File: src/rtl/vga_timing_gen.sv
// rtl/vga_timing_gen.sv - parametrised VGA timing and two-stage pixel pipeline generator
module vga_timing_gen #(
    parameter int H_DISP      = 640,
    parameter int H_FP        = 16,
    parameter int H_PW        = 96,
    parameter int H_BP        = 48,
    parameter int V_DISP      = 480,
    parameter int V_FP        = 10,
    parameter int V_PW        = 2,
    parameter int V_BP        = 29,
    parameter int CLK_DIV     = 4,
    parameter int SCALE_SHIFT = 2,
    parameter int ADDR_H_BITS = 8,
    parameter int ADDR_V_BITS = 7,
    parameter bit HS_POL      = 1'b0,
    parameter bit VS_POL      = 1'b0
) (
    input  logic                               CLK,
    input  logic                               Reset,
    input  logic [1:0]                         MODE,
    input  logic [15:0]                        CONFIG_COLOURS,
    output logic [ADDR_V_BITS+ADDR_H_BITS-1:0] VGA_ADDR,
    input  logic [7:0]                         VGA_DATA,
    output logic                               PIX_EN,
    output logic                               VGA_HS,
    output logic                               VGA_VS,
    output logic                               VGA_DE,
    output logic [7:0]                         VGA_COLOUR,
    output logic                               FRAME_START,
    output logic                               LINE_START
);

    localparam int H_TOTAL = H_DISP + H_FP + H_PW + H_BP;
    localparam int V_TOTAL = V_DISP + V_FP + V_PW + V_BP;
    localparam int HW      = $clog2(H_TOTAL);
    localparam int VW      = $clog2(V_TOTAL);
    localparam int DW      = $clog2(CLK_DIV);

    // Bars are H_DISP/8 wide; a width of at least one keeps tiny displays sane.
    localparam int BAR_W   = (H_DISP / 8 > 0) ? H_DISP / 8 : 1;
    localparam int BCW     = (BAR_W > 1) ? $clog2(BAR_W) : 1;

    localparam logic [DW-1:0]  DIV_LAST   = DW'(CLK_DIV - 1);
    localparam logic [HW-1:0]  H_LAST     = HW'(H_TOTAL - 1);
    localparam logic [VW-1:0]  V_LAST     = VW'(V_TOTAL - 1);
    localparam logic [HW-1:0]  H_DISP_C   = HW'(H_DISP);
    localparam logic [VW-1:0]  V_DISP_C   = VW'(V_DISP);
    localparam logic [HW-1:0]  H_EDGE     = HW'(H_DISP - 1);
    localparam logic [VW-1:0]  V_EDGE     = VW'(V_DISP - 1);
    localparam logic [HW-1:0]  HS_FIRST   = HW'(H_DISP + H_FP);
    localparam logic [HW-1:0]  HS_LAST    = HW'(H_DISP + H_FP + H_PW - 1);
    localparam logic [VW-1:0]  VS_FIRST   = VW'(V_DISP + V_FP);
    localparam logic [VW-1:0]  VS_LAST    = VW'(V_DISP + V_FP + V_PW - 1);
    localparam logic [BCW-1:0] BAR_LAST   = BCW'(BAR_W - 1);

    typedef enum logic [1:0] {
        MODE_FB        = 2'd0,
        MODE_SOLID     = 2'd1,
        MODE_BARS      = 2'd2,
        MODE_FB_BORDER = 2'd3
    } mode_t;

    logic [DW-1:0]  div;
    logic [HW-1:0]  h;
    logic [VW-1:0]  v;
    logic [BCW-1:0] bar_cnt;
    logic [2:0]     bar_idx;
    mode_t          mode_q;

    logic           h_last;
    logic           v_last;
    logic           visible;
    logic           hs_act;
    logic           vs_act;
    logic           border;
    logic [HW-1:0]  h_scaled;
    logic [VW-1:0]  v_scaled;

    logic           s1_hs;
    logic           s1_vs;
    logic           s1_de;
    logic           s1_border;
    logic [2:0]     s1_bar;
    logic [7:0]     pix_colour;

    function automatic logic [7:0] bar_colour(input logic [2:0] idx);
        case (idx)
            3'd0:    bar_colour = 8'hFF;
            3'd1:    bar_colour = 8'hFC;
            3'd2:    bar_colour = 8'h1F;
            3'd3:    bar_colour = 8'h1C;
            3'd4:    bar_colour = 8'hE3;
            3'd5:    bar_colour = 8'hE0;
            3'd6:    bar_colour = 8'h03;
            default: bar_colour = 8'h00;
        endcase
    endfunction

    // Pixel-rate divider; the enable is a pure decode so it is low while div is held in reset.
    always_ff @(posedge CLK or posedge Reset) begin
        if (Reset) begin
            div <= '0;
        end else if (div == DIV_LAST) begin
            div <= '0;
        end else begin
            div <= div + DW'(1);
        end
    end

    assign PIX_EN = (div == DIV_LAST);

    assign h_last = (h == H_LAST);
    assign v_last = (v == V_LAST);

    // Raster counters, display-first so (0,0) is the top-left visible pixel.
    always_ff @(posedge CLK or posedge Reset) begin
        if (Reset) begin
            h <= '0;
            v <= '0;
        end else if (PIX_EN) begin
            if (h_last) begin
                h <= '0;
                v <= v_last ? '0 : v + VW'(1);
            end else begin
                h <= h + HW'(1);
            end
        end
    end

    // Bar index tracks h/BAR_W by counting within each bar, saturating at the last bar.
    always_ff @(posedge CLK or posedge Reset) begin
        if (Reset) begin
            bar_cnt <= '0;
            bar_idx <= '0;
        end else if (PIX_EN) begin
            if (h_last) begin
                bar_cnt <= '0;
                bar_idx <= '0;
            end else if (bar_cnt == BAR_LAST) begin
                bar_cnt <= '0;
                bar_idx <= (bar_idx == 3'd7) ? 3'd7 : bar_idx + 3'd1;
            end else begin
                bar_cnt <= bar_cnt + BCW'(1);
            end
        end
    end

    // Display mode is only latched at the frame wrap so a frame never mixes modes.
    always_ff @(posedge CLK or posedge Reset) begin
        if (Reset) begin
            mode_q <= MODE_FB;
        end else if (PIX_EN && h_last && v_last) begin
            mode_q <= mode_t'(MODE);
        end
    end

    // Strobes mark the cycle right after the tick that moves the raster to a new line/frame.
    always_ff @(posedge CLK or posedge Reset) begin
        if (Reset) begin
            LINE_START  <= 1'b0;
            FRAME_START <= 1'b0;
        end else begin
            LINE_START  <= PIX_EN && h_last;
            FRAME_START <= PIX_EN && h_last && v_last;
        end
    end

    // Region decodes for the current counter position.
    always_comb begin
        visible  = (h < H_DISP_C) && (v < V_DISP_C);
        hs_act   = (h >= HS_FIRST) && (h <= HS_LAST);
        vs_act   = (v >= VS_FIRST) && (v <= VS_LAST);
        border   = visible && ((h == '0) || (h == H_EDGE) || (v == '0) || (v == V_EDGE));
        h_scaled = h >> SCALE_SHIFT;
        v_scaled = v >> SCALE_SHIFT;
    end

    // Stage 1: issue the frame-buffer address and carry the per-pixel flags alongside it.
    always_ff @(posedge CLK or posedge Reset) begin
        if (Reset) begin
            VGA_ADDR  <= '0;
            s1_hs     <= 1'b0;
            s1_vs     <= 1'b0;
            s1_de     <= 1'b0;
            s1_border <= 1'b0;
            s1_bar    <= '0;
        end else if (PIX_EN) begin
            VGA_ADDR  <= visible ? {ADDR_V_BITS'(v_scaled), ADDR_H_BITS'(h_scaled)} : '0;
            s1_hs     <= hs_act;
            s1_vs     <= vs_act;
            s1_de     <= visible;
            s1_border <= border;
            s1_bar    <= bar_idx;
        end
    end

    // Colour source selection for the pixel whose RAM data is now on VGA_DATA.
    always_comb begin
        pix_colour = VGA_DATA;
        case (mode_q)
            MODE_FB:        pix_colour = VGA_DATA;
            MODE_SOLID:     pix_colour = CONFIG_COLOURS[7:0];
            MODE_BARS:      pix_colour = bar_colour(s1_bar);
            MODE_FB_BORDER: pix_colour = s1_border ? CONFIG_COLOURS[15:8] : VGA_DATA;
            default:        pix_colour = VGA_DATA;
        endcase
    end

    // Stage 2: drive the connector pins, blanking colour outside the visible region.
    always_ff @(posedge CLK or posedge Reset) begin
        if (Reset) begin
            VGA_HS     <= ~HS_POL;
            VGA_VS     <= ~VS_POL;
            VGA_DE     <= 1'b0;
            VGA_COLOUR <= '0;
        end else if (PIX_EN) begin
            VGA_HS     <= s1_hs ? HS_POL : ~HS_POL;
            VGA_VS     <= s1_vs ? VS_POL : ~VS_POL;
            VGA_DE     <= s1_de;
            VGA_COLOUR <= s1_de ? pix_colour : 8'h00;
        end
    end

endmodule

File: config.mk
export PLATFORM = sky130hd
export DESIGN_NAME = vga_timing_gen
export DESIGN_NICKNAME = d
export VERILOG_FILES = /design/src/rtl/vga_timing_gen.sv
export SDC_FILE = /design/constraint.sdc
export NUM_CORES = 1
export LEC_CHECK = 0
export ABC_AREA = 1
export CAP_MARGIN = 10
export CORE_MARGIN = 2
export CORE_UTILIZATION = 45
export CTS_CLUSTER_DIAMETER = 30
export DETAILED_ROUTE_END_ITERATION = 10
export PLACE_DENSITY = 0.67
export SLEW_MARGIN = 15
export SYNTH_ARGS = -nofsm -noshare
export SYNTH_HDL_FRONTEND = slang
export SYNTH_SLANG_ARGS = --single-unit
File: constraint.sdc
create_clock -name CLK -period 3.4 [get_ports CLK]
set_clock_uncertainty 0.1 [all_clocks]
set_input_delay 1.02 -clock CLK [delete_from_list [all_inputs] [get_ports CLK]]
set_output_delay 1.02 -clock CLK [all_outputs]
set_load 0.1 [all_outputs]
==> results.yml, run 1 <==
place:
  io_buffers: 56
  place_area_mm2: 0.004209
  place.gp.congestion: 0.8525
  hpwlAfterDp_um: 5780
  placedCellCount: 614
  dp_slack_ns: 1.166
drt:
  ant_nets: 0
  drt_iter0_drc: 183
  vias_per_cell: 5.011
  dr.pass1.iters: 4
  route.detailed.drc: 0
  wl_per_cell_um: 12.72
  wirelength_um: 8011
  vias: 3157
setup_path:
  cp-start-kind: "register"
  cpMaxStageDelayCell: "ha_1"
  crit_path_end_kind: "output port"
  path_cells: "ha_1, buf_12"
  r2r_setup_slack_ns: 1.27
  critPathMaxStageDelay_ns: 0.37
  worstPathRequired_ns: 2.28
  cp_max_fo: 7
  path_class: "reg -> out"
  critical_path_arrival_ns: 1.29
finish:
  drive_above_1_share_pct: 14.20
  antenna_cells: 0
  fillers: 758
  final_cell_count_no_fill: 630
  final_common_cell: "nand2_1"
  layout_common_cells: "146 x nand2_1, 67 x dfrtp_1, 47 x inv_1"
  design_area_mm2: 0.004434
  layout.nets: 558
  fin_util_pct: 57.09
  syn_to_final_growth_pct: 22.54
synthesis:
  synth_area_leader_cell: "dfrtp_1"
  ys.warnings.count: 0
  netlist_area_mm2: 0.003618
  yosysUniqueCellTypes: 30
  synth_seq_cells: 69
  avgSynthCellArea_um2: 7.782
  synthCells: 465
  synth_area_leaders: "dfrtp_1 46%, nand2_1 15%, nand3_1 5.0%"
  synth_top_area_share_pct: 46.33
  synth_nets: 500
  ys_seq_area_share_pct: 47.79
pwr:
  vdd.ir_drop.worst_mv: 0.2337
  p_sw_share_pct: 22.06
  p_switching_w: 0.0003728
  p_clk_share_pct: 44.6
  power_leakage_nw: 2.318
  internal_power_w: 0.001318
  p_per_area_mw_per_mm2: 381.2
  p_comb_share_pct: 6.4
  seqPwrFrac_pct: 49.0
timing:
  relSlewSlack_pct: 58.24
  setup_slack_ns: 0.9920
  grt_setup_unrepaired: "false"
  post-route-period-util_pct: 70.82
  drv_slew: 0
  setup_tns_ns: 0
  fin_crit_ns: 2.408
  max_clock_freq_mhz: 415.3
  final-hold-violation-count: 0
  final-setup-viol-count: 0
  worstMarginPinSlew_ns: 0.6241
clocking:
  clk_latency_ns: 0.35
  cts_max_level: 3
  clkTransAtPathRegs_ns: 0.07
  cts_buffer_depth: 2
  numCtsBuffers: 9
  postCtsSetupBuffers: 0
  clock_sinks: 69
  postCtsHoldBufs: 0
  cts-resized-gates: 0
  cts_root_buffer: "clkbuf_8"
  cts_tree: "yes"
global_route:
  grt_pass1_wl_um: 13680
  use_met2_pct: 29.92
  grt_usage_pct: 19.67
  grt_max_degree: 46
  grt-busiest-layer: "met2"
  use_met1_pct: 27.99
  grt_pass1_vias: 2964
  antenna_found_initial: 0
  grt.overflow.total: 0
  grt_util_met3_pct: 3.531
flow_run:
  maxCapViolCount: 0
die:
  rows: 32
  fp.dieH_um: 93.67
  die-width_um: 93.67
  core_area_mm2: 0.007767
  initial_core_util_pct: 46.59
  io_pins: 57
  dieArea_mm2: 0.008774
outcome:
  status: "completed"
worst_hold_path:
  min_path_type: "reg -> reg"
area by class of cell:
type	count	area, um2	area share (%)
Clock buffer	12	155.1	3.499
Clock inverter	4	70.07	1.580
Inverter	56	212.7	4.797
Multi-Input combinational cell	329	1612	36.34
Sequential cell	69	1729	39.00
Tap cell	102	127.6	2.878
Timing Repair Buffer	58	528.0	11.91
path summary, 6_finish.rpt:
path                        start         to  cells past startpoint
max in group asynchronous   Reset     VGA_VS                      3
setup reg to reg           div[0]  mode_q[1]                      9
hold / removal             div[0]     div[0]                      1
hold reg to reg            div[0]     div[0]                      1
setup / recovery           div[0]     PIX_EN                      2
min in group asynchronous   Reset      s1_hs                      2
per-layer routing:
metal / vias to the layer above / share of wire, %
met3: 15 / 5.1
met1: 1463 / 48
met2: 87 / 44
met4: 0 / 2.1
li1: 1592 / -
met5: - / 0
flip-flops by register name, summed over array words and instances (netlist names):
name         count
VGA_VS           1
s1_border        1
bar_cnt          7
bar_idx          3
s1_hs            1
LINE_START       1
h               10
VGA_ADDR        15
VGA_DE           1
FRAME_START      1
VGA_COLOUR       8
div              2
s1_de            1
s1_bar           3
s1_vs            1
VGA_HS           1
mode_q           2
v               10
Yosys cell counts:
cell type,instances
nor2_4,3
o21bai_1,2
or2_2,1
nor3_1,7
nor3_2,1
nand3_4,1
buf_2,7
inv_2,7
o21ai_1,10
nand2_2,4
nand2_4,3
ha_1,7
nand4_1,8
inv_4,1
inv_1,48
nand4_2,1
and2_1,2
nor2_2,2
xnor2_1,1
o21ai_0,28
clkbuf_1,2
buf_6,2
nor2_8,2
dfrtp_1,67
dfstp_2,2
xor2_1,6
nand3_1,36
nand2_1,146
nor2_1,40
a21oi_1,18
power by group through the flow:
stage / Sequential [W] / Combinational [W] / Clock, W
3_3_place_gp: 0.000844 / 0.000109 / 0
5_1_grt: 0.000828 / 0.000116 / 0.000811
4_1_cts: 0.000828 / 0.000110 / 0.000776
3_5_place_dp: 0.000844 / 0.000109 / 0
6_report: 0.000828 / 0.000108 / 0.000754
2_1_floorplan: 0.000879 / 0.0000231 / 0
through the flow:
stage | hold slack [ns] | power, W
2_1_floorplan | 0.3031 | 0.0009026
3_3_place_gp | 0.3115 | 0.0009530
3_5_place_dp | 0.3156 | 0.0009530
4_1_cts | 0.3259 | 0.001714
5_1_grt | 0.3513 | 0.001756
6_report | 0.3210 | 0.001690
critical path: cells and delay by family (launching register included):
| kind | cells | cell delay, ns |
|---|---|---|
| adder cells (fa/ha/maj) | 1 | 0.37 |
| buffers and inverters | 1 | 0.22 |
| flip-flops | 1 | 0.35 |
kinds of logic after synthesis:
kind of cell / Yosys count / share of synthesized area [%]
AOI/OAI and AO/OA: 58 / 8.160
xor gates and xnor gates: 7 / 1.694
adders and majority gates: 7 / 2.420
buffers and inverters: 67 / 7.676
DFF: 69 / 47.79
and+or+nand+nor: 257 / 32.26
(Power assumes the default switching activity.)
==> run 2: changes to the inputs <==
- clock period: 3.4 -> 2.3 ns (I/O delays scaled with it)
==> run 2 against run 1 <==
Effect of this change:
- via count is 2.1% lower
- routed wire length is 0.51% lower
- worst setup slack worse by 0.81 ns
- count of clock-buffer cells in the layout is 3 higher
- sequential power is 49% higher
- global-route usage is 0.14 points higher
- largest power group unchanged
- highest routed layer unchanged
==> results.yml, run 2 (synthesis gave the netlist of run 1 again) <==
outcome:
  status: "completed"
global_route:
  grt_pass1_wl_um: 13840
  antenna_found_initial: 0
  grt.overflow.total: 0
  grt_pass1_vias: 3039
  grt_max_degree: 70
  grt_usage_pct: 19.81
place:
  place.gp.congestion: 0.8961
  hpwlAfterDp_um: 5832
  io_buffers: 56
finish:
  drive_above_1_share_pct: 13.96
  layout_common_cells: "146 x nand2_1, 67 x dfrtp_1, 47 x inv_1"
  reg_top3: "VGA_ADDR x15, h x10, v x10"
  regMostFlops: "VGA_ADDR"
  syn_to_final_growth_pct: 28.84
  final_common_cell: "nand2_1"
  largest_register_ffs: 15
  fin_util_pct: 60.02
  antenna_cells: 0
  layout.nets: 560
setup_path:
  cp-start-kind: "register"
  cp_max_fo: 6
  worstPathRequired_ns: 1.51
  path_class: "reg -> out"
  critical_path_arrival_ns: 1.33
  crit_path_end_kind: "output port"
clocking:
  cts_max_level: 3
  clkTransAtPathRegs_ns: 0.06
  cts_root_buffer: "clkbuf_8"
  cts_tree: "yes"
  numCtsBuffers: 9
  postCtsHoldBufs: 0
  postCtsSetupBuffers: 0
  cts-resized-gates: 0
  clock_sinks: 69
  clk_latency_ns: 0.34
  cts_buffer_depth: 2
drt:
  vias: 3090
  wirelength_um: 7970
  drt_iter0_drc: 202
  route.detailed.drc: 0
  dr.pass1.iters: 4
  vias_per_cell: 4.889
  ant_nets: 0
  wl_per_cell_um: 12.61
timing:
  final-hold-violation-count: 0
  final-setup-viol-count: 0
  post-route-period-util_pct: 92.11
  whs_ns: 0.3320
  grt_setup_unrepaired: "false"
  setup_tns_ns: 0
  relSlewSlack_pct: 61.42
  worstMarginPinSlew_ns: 0.5766
  max_clock_freq_mhz: 472.0
  drv_slew: 0
  fin_crit_ns: 2.118
pwr:
  p_per_area_mw_per_mm2: 485.5
  vdd.ir_drop.worst_mv: 0.2250
  fin_total_pwr_w: 0.002263
  power_leakage_nw: 2.368
flow_run:
  maxCapViolCount: 0
die:
  io_pins: 57
  fp.dieH_um: 93.67
  initial_core_util_pct: 46.59
  die-width_um: 93.67
  dieArea_mm2: 0.008774
  core_area_mm2: 0.007767
  rows: 32
worst_hold_path:
  min_path_type: "reg -> reg"
==> run 2: changes by cell type in the layout (fill, tap and decap cells not counted), sizes merged <==
cell	previous run	this run
buf	31	33
clkinvlp	0	1
clkbuf	12	15
inv	56	55
bufinv	2	0
clkinv	2	1
==> run 2: worst max-delay path: stages (launching register included) <==
cell     delay (ns)
dfrtp_1        0.38
ha_1           0.25
buf_4          0.19
buf_12         0.17
==> run 2: metrics by stage <==
| step | instance area, um2 | std cells | setup slack, ns |
|---|---|---|---|
| detailed placement | 4491 | 616 | 0.4862 |
| floorplan | 3622 | 465 | 0.03954 |
| finish | 4662 | 632 | 0.1815 |
| global route | 4662 | 632 | 0.1202 |
| global placement | 4491 | 616 | 0.5181 |
| CTS | 4662 | 632 | 0.1601 |
==> run 2: layout make-up <==
| class | count | area [um2] |
|---|---|---|
| well taps | 102 | 127.6 |
| inverters | 56 | 216.5 |
| repair buffers | 60 | 805.8 |
| clock buffers | 15 | 166.4 |
| flip-flops and latches | 69 | 1729 |
| clock inverters | 1 | 5.005 |
| multi-input cells | 329 | 1612 |
| fillers | 707 | 3105 |
==> run 2: path summary, 6_finish.rpt <==
| path | from | to | slack, ns | depth (start not counted) |
|---|---|---|---|---|
| hold / removal | div[0] | div[0] | 0.33 | 1 |
| setup reg to reg | div[0] | VGA_ADDR[13] | 0.52 | 5 |
| hold reg to reg | div[0] | div[0] | 0.33 | 1 |
| setup / recovery | div[0] | PIX_EN | 0.18 | 3 |
| min in group asynchronous | Reset | VGA_ADDR[2] | 0.69 | 3 |
| max in group asynchronous | Reset | VGA_VS | 1.09 | 3 |
==> run 2: layer usage <==
layer	wire (um)	GRT usage, %	vias to the layer above
met5	0	0	-
met4	93	7.971	0
met3	380	2.970	11
met2	3648	31.71	70
met1	3847	27.16	1417
li1	-	-	1592
==> run 2: power by group <==
| group | switching, W | leakage [nW] | internal [W] |
|---|---|---|---|
| sequential | 0.00000550 | 0.883 | 0.00122 |
| clock | 0.000420 | 0.0877 | 0.000451 |
| combinational | 0.0000981 | 1.40 | 0.0000681 |
==> run 3: changes to the inputs <==
- SKIP_CTS_REPAIR_TIMING: default -> 1
==> results of run 3 <==
No change in the layout: final DEF, timing and power equal those of run 2.
